===== src/rtl/stretch_mc.sv =====
// Multi-channel pulse stretcher: one-clock strobes become len-clock high levels (one-shot, retrigger or queued train).
// Strobe-to-output latency 1 clock; no backpressure, strobes that cannot be honoured set the sticky ov flag.
module stretch_mc #(
    parameter int CH    = 4,
    parameter int WBITS = 8,
    parameter int PBITS = 3
) (
    input  logic             c,
    input  logic             rn,
    input  logic [CH-1:0]    n,
    input  logic [WBITS-1:0] len,
    input  logic [1:0]       mode,
    input  logic             clr,
    output logic [CH-1:0]    w,
    output logic [CH-1:0]    ov
);

    // ACTIVE owns bit 0 so the output is a flop bit, not a decode.
    localparam logic [1:0] S_IDLE   = 2'b00;
    localparam logic [1:0] S_ACTIVE = 2'b01;
    localparam logic [1:0] S_GAP    = 2'b10;

    localparam logic [1:0] M_RETRIG = 2'd1;
    localparam logic [1:0] M_QUEUE  = 2'd2;

    // len=0 wraps to all-ones, which yields a 2^WBITS-clock pulse.
    logic [WBITS-1:0] len_m1;
    assign len_m1 = len - WBITS'(1);

    for (genvar gi = 0; gi < CH; gi++) begin : g_ch
        logic [1:0]       st, st_nx;
        logic [WBITS-1:0] cnt, cnt_nx;
        logic [PBITS-1:0] pend, pend_nx;
        logic             ov_q;
        logic             drop;

        always_comb begin
            st_nx   = st;
            cnt_nx  = cnt;
            pend_nx = pend;
            drop    = 1'b0;
            case (st)
                S_IDLE: begin
                    if (n[gi]) begin
                        st_nx  = S_ACTIVE;
                        cnt_nx = len_m1;
                    end
                end
                S_ACTIVE: begin
                    if (n[gi] && mode == M_RETRIG) begin
                        cnt_nx = len_m1;
                    end else begin
                        if (n[gi]) begin
                            if (mode == M_QUEUE && pend != '1)
                                pend_nx = pend + PBITS'(1);
                            else
                                drop = 1'b1;
                        end
                        // A strobe on the last cycle is already counted in pend_nx here.
                        if (cnt != '0)
                            cnt_nx = cnt - WBITS'(1);
                        else
                            st_nx = (pend_nx != '0) ? S_GAP : S_IDLE;
                    end
                end
                S_GAP: begin
                    st_nx  = S_ACTIVE;
                    cnt_nx = len_m1;
                    if (!(n[gi] && mode == M_QUEUE))
                        pend_nx = pend - PBITS'(1);
                    if (n[gi] && (mode == 2'd0 || mode == 2'd3))
                        drop = 1'b1;
                end
                default: st_nx = S_IDLE;
            endcase
        end

        always_ff @(posedge c or negedge rn) begin
            if (!rn) begin
                st   <= S_IDLE;
                cnt  <= '0;
                pend <= '0;
                ov_q <= 1'b0;
            end else begin
                st   <= st_nx;
                cnt  <= cnt_nx;
                pend <= pend_nx;
                ov_q <= drop | (ov_q & ~clr);
            end
        end

        assign w[gi]  = st[0];
        assign ov[gi] = ov_q;
    end

endmodule


===== config.mk =====
export PLATFORM = sky130hd
export DESIGN_NAME = stretch_mc
export DESIGN_NICKNAME = d
export VERILOG_FILES = /design/src/rtl/stretch_mc.sv
export SDC_FILE = /design/constraint.sdc
export NUM_CORES = 1
export LEC_CHECK = 0
export BUFFER_PORTS_ARGS = -buffer_cell sky130_fd_sc_hd__buf_2
export CORE_UTILIZATION = 50
export CTS_BUF_LIST = sky130_fd_sc_hd__clkbuf_8
export CTS_CLUSTER_SIZE = 16
export DETAILED_ROUTE_END_ITERATION = 10
export PLACE_DENSITY = 0.68
export SYNTH_ARGS = -nofsm -noshare
export SYNTH_HDL_FRONTEND = slang
export SYNTH_SLANG_ARGS = --single-unit

===== constraint.sdc =====
create_clock -name c -period 4.47 [get_ports c]
set_clock_uncertainty 0.05 [all_clocks]
set_input_delay 0.6705 -clock c [delete_from_list [all_inputs] [get_ports c]]
set_output_delay 0.6705 -clock c [all_outputs]
set_load 0.01 [all_outputs]

* Yosys cells after proc, flatten, opt, wreduce, memory -nomap -nowiden
Cells that the tools add are included.
Storage, ports and cells: flip-flop bits (word level) 56, bits of input ports 17, output and inout bits 8, logic and storage cells 207
Operators by class: add/sub/neg operators 13, equality and inequality tests 35, mux-type cells 84, bitwise operators 9, reductions and logical operators 50
Operators with widths (number):
- 8-bit 2-to-1 mux | 12
- 8-bit case mux with 3 select lines | 4
- 3-bit 2-to-1 mux | 24
- 8-bit by 1-bit subtractor with 8-bit output, second input constant | 5
- 3-bit AND reduction | 12
- 2-bit 2-to-1 mux | 16
- 2-bit != test, second input constant | 16
- 8-bit nonzero test | 4
- 3-bit != test, second input constant | 8
- 2-bit case mux with 3 select lines | 4
- 3-bit case mux with 2 select lines | 4
- 3-bit nonzero test | 8
- 1-bit logical AND | 16
- 1-bit 2-to-1 mux | 16
- 3-bit by 1-bit adder with 3-bit output, second input constant | 4
- 2-bit equality test, second input constant | 6
- 3-bit by 1-bit subtractor with 3-bit output, second input constant | 4
- 2-bit by 1-bit equality test with 1-bit output, second input constant | 5
- 2-bit zero test | 5
- 1-bit case mux with 2 select lines | 4
- 2-bit nonzero test | 4
- 1-bit bitwise AND | 4
- 1-bit OR | 4
- 1-bit logical OR | 1
- 1-bit inverter | 1

* Depth between registers and ports, before layout
depth in word-level cells 11, mapped depth 10, depth with buffers taken out 7

* Worst setup path before layout
OpenSTA, ideal clock, no wires.
path type input port to flip-flop, start input mode[1], end register g_ch[2].cnt[4], library setup time 0.121 ns, data arrival time 2.133 ns, required time 4.299 ns, path slack 2.166 ns, cell stages on the path 9, buffers on the path 2, path through inv_1 > ha_1 > buf_2 > nand2_1 > and2_1 > clkbuf_1 > a211oi_4 > o21ai_0 > a22o_1
On the way: word-level cells in the longest chain between the ends 4, elaborated cells on any way between the ends 6, those cells by class eq/ne (2); mux (2); reduce/logical (2)
Ends and longest elaborated chain:
- start, declared | RTL line 12 | input logic [1:0] mode,
- 2-bit by 1-bit equality test with 1-bit output * | RTL line 50 | if (n[gi] && mode == M_RETRIG) begin
- 1-bit logical AND * | RTL line 50
- 3-bit != test (no line) or 8-bit 2-to-1 mux (tied branches)
- 3-bit AND reduction (no line) or 8-bit case mux with 3 select lines (tied branches)
- end signal, assigned | RTL line 86 | cnt <= cnt_nx;
- end, declared | RTL line 32 | logic [WBITS-1:0] cnt, cnt_nx;
Every way passes the cells marked *; elsewhere a longest branch is shown, timed or not. A chain may end at the register's enable or synchronous reset.

* Worst setup path after layout
start input mode[1], end register g_ch[3].cnt[3]
On the way: word-level cells in the longest chain between the ends 4, elaborated cells on any way between the ends 6, those cells by class eq/ne (2); mux (2); reduce/logical (2)
Ends and longest elaborated chain (RTL line):
- 2-bit by 1-bit equality test with 1-bit output * | 50
- 1-bit logical AND * | 50
- 3-bit != test (no line) or 8-bit 2-to-1 mux (tied branches)
- 3-bit AND reduction (no line) or 8-bit case mux with 3 select lines (tied branches)
- end signal, assigned | 86
- end, declared | 32
Marked as above.

==> metrics.yaml <==
clocking:
  clkSlewWorstSetupHoldPaths_ps: 110
  cts_root_buf: "clkbuf_8"
  clockBufferDepth: 2
  postCtsSetupBuffers: 0
  cts_sinks: 56
  cts_htree_levels: 2
  numCtsBuffers: 5
  clk_latency_ps: 320
  cts_hold_buf: 0
  post_cts_resized: 0
  tritoncts: "built"
global_routing:
  grt_overflow_total: 0
  antenna_found_initial: 0
  grt_usage_pct: 22.4
  grt_max_degree: 42
  grt_pass1_wl_um: 15400
  first_global_vias: 3383
final_layout:
  layout.cells.non_filler: 612
  drive_gt1_share_pct: 8.63
  antenna_cells: 0
  final_cell_area_mm2: 0.00440
  layout.nets: 568
  syn_to_final_growth_pct: 5.59
  fillers: 734
  final_util_pct: 55.7
yosys:
  synth_top_flop_cell: "dfrtp_1"
  avgSynthCellArea_um2: 8.33
  synth-edff-count: 0
  ys_seq_area_share_pct: 33.7
  syn_nets: 559
  ys_ff_latch: 56
  yosysUniqueCellTypes: 57
  async_reset_ff_share_pct: 100
  yosysWarningCount: 0
  netlist_area_mm2: 0.00416
  syn_inst: 500
route:
  top_layer: "met4"
  met1_length_um: 4200
  drt-vias-per-instance: 5.78
  remaining_drc_errors: 0
  vias: 3540
  drt_iter0_drc: 159
  antenna_left: 0
  totalWireLength_um: 9010
  firstDrtPassIters: 4
  wl_met2_um: 4320
  wire_per_inst_um: 14.7
  wl_met3_um: 250
timing:
  max_freq_mhz: 385
  rsz0062_at_grt: "no"
  worst_pin_slew_ps: 1070
  finalSetupViolCount: 0
  drv_slew: 0
  min_period_ps: 2600
  relSlewSlack_pct: 28.7
  setup_tns_ps: 0
  finalCritPeriodShare_pct: 58.1
  final_hold_viol_count: 0
die:
  die-area_mm2: 0.00869
  coreArea_mm2: 0.00789
  ioPinCount: 25
  rows: 32
  initial_utilization_pct: 52.8
  dieHeight_um: 93.2
  die_w_um: 93.2
setup_path:
  path_class: "in -> reg"
  r2r_slack_ps: 2130
  cp.arrival_ps: 2750
  startpoint_type: "input pin"
  reg2reg_depth: 7
  cp_max_fo: 13
  r2r-end: "g_ch[3].cnt[3]$_DFFE_PN0P_"
  end_kind: "flip-flop"
  r2r-start: "g_ch[3].st[0]$_DFFE_PN0P_"
  required_ps: 4620
place:
  placed_area_mm2: 0.00430
  dp_cells: 604
  place_congestion: 0.866
  dp_hpwl_um: 6630
  portBuffers: 24
run:
  cap_violations: 0
run_status:
  status: "complete, no violations"
power:
  p_total_mw: 2.84
  power_density_mw_per_mm2: 647
  p_leak_nw: 1.99
  ir_drop_mv: 0.235
worst_hold_path:
  min_path_type: "in -> async"
## layout make-up
class	instances	area, µm²	share of cell area (%)
Multi-Input combinational cell	377	2470	56.2
Sequential cell	56	1400	31.9
Inverter	41	154	3.50
Timing Repair Buffer	28	150	3.42
Tap cell	102	128	2.90
Clock buffer	6	82.6	1.88
Clock inverter	2	11.3	0.256
## flip-flops by register name, indices dropped and copies added (netlist names)
name,count
g_ch.ov_q,4
g_ch.pend,12
g_ch.cnt,32
g_ch.st,8
## synthesized netlist by cell type (5+ instances only)
cell / instances / area [µm²]
o22ai_1: 17 / 106
clkbuf_1: 14 / 52.6
and2_1: 5 / 31.3
nor2_1: 28 / 105
buf_4: 8 / 60.1
nand3_1: 18 / 90.1
xnor2_1: 8 / 70.1
nor4_1: 7 / 43.8
a22o_1: 11 / 96.3
ha_1: 42 / 526
a22oi_1: 5 / 37.5
dfrtp_1: 56 / 1400
nand2_1: 58 / 218
a21oi_1: 42 / 210
o21ai_0: 42 / 210
inv_1: 41 / 154
nor3_1: 19 / 95.1
## placed cells by master, fill, tap and decap left out, drive strengths merged, types with 4 or more instances in the layout
cell type,synthesis,layout
a211o,4,4
nand3,18,18
nand2,58,58
a21oi,42,42
a22o,11,11
nor2,28,28
nor4,7,7
o21ai,42,42
xnor2,8,8
nor3,21,21
a31oi,4,4
clkbuf,14,6
o22ai,17,17
and2,5,5
a211oi,5,5
xor2,4,4
dfrtp,56,56
nor2b,4,4
inv,41,42
a21boi,4,4
a22oi,5,5
ha,42,42
nand2b,4,4
buf,12,28
## metal layers
layer,vias up,GRT usage (%)
li1,1796,-
met2,58,38.7
met4,0,9.36
met5,-,0
met3,17,3.25
met1,1669,27.9
## per-stage QoR
step           hold slack (ps)  worst slack (ps)
6_report                   199              1870
3_5_place_dp               452              1540
3_3_place_gp               440              1640
4_1_cts                    212              1890
2_1_floorplan              325              2170
5_1_grt                    222              1730
## power by group
part	internal, mW	total [mW]	switching [mW]	leakage (nW)
registers	0.752	1.01	0.257	0.676
logic	0.667	1.54	0.874	1.26
clock network	0.124	0.293	0.169	0.0486
total	1.54	2.84	1.30	1.99
## critical path, cell delays in order
cell,delay [ps]
buf_2,110
inv_1,50
ha_1,470
a21boi_0,160
buf_4,210
and4bb_4,210
nor3_2,430
o21ai_0,180
a22o_1,260
## how the worst max path moves through the flow
stage | start | to | slack [ps]
2_1_floorplan | mode[1] | g_ch[2].cnt[4]$_DFFE_PN0P_ | 2170
3_3_place_gp | mode[1] | g_ch[3].cnt[3]$_DFFE_PN0P_ | 1640
3_5_place_dp | mode[1] | g_ch[3].cnt[3]$_DFFE_PN0P_ | 1540
4_1_cts | mode[1] | g_ch[3].cnt[3]$_DFFE_PN0P_ | 1890
5_1_grt | mode[1] | g_ch[3].cnt[3]$_DFFE_PN0P_ | 1730
6_report | mode[1] | g_ch[3].cnt[3]$_DFFE_PN0P_ | 1870
## kinds of logic after synthesis
family | share of synthesized area (%)
AND/OR/NAND/NOR | 19.6
buffers and inverters | 7.03
AO/OA/AOI/OAI | 23.8
flip-flops | 33.7
multiplexers | 0.721
XOR/XNOR | 2.52
adder cells (fa/ha/maj) | 12.6
No activity file was read; power rests on OpenSTA's default activity.
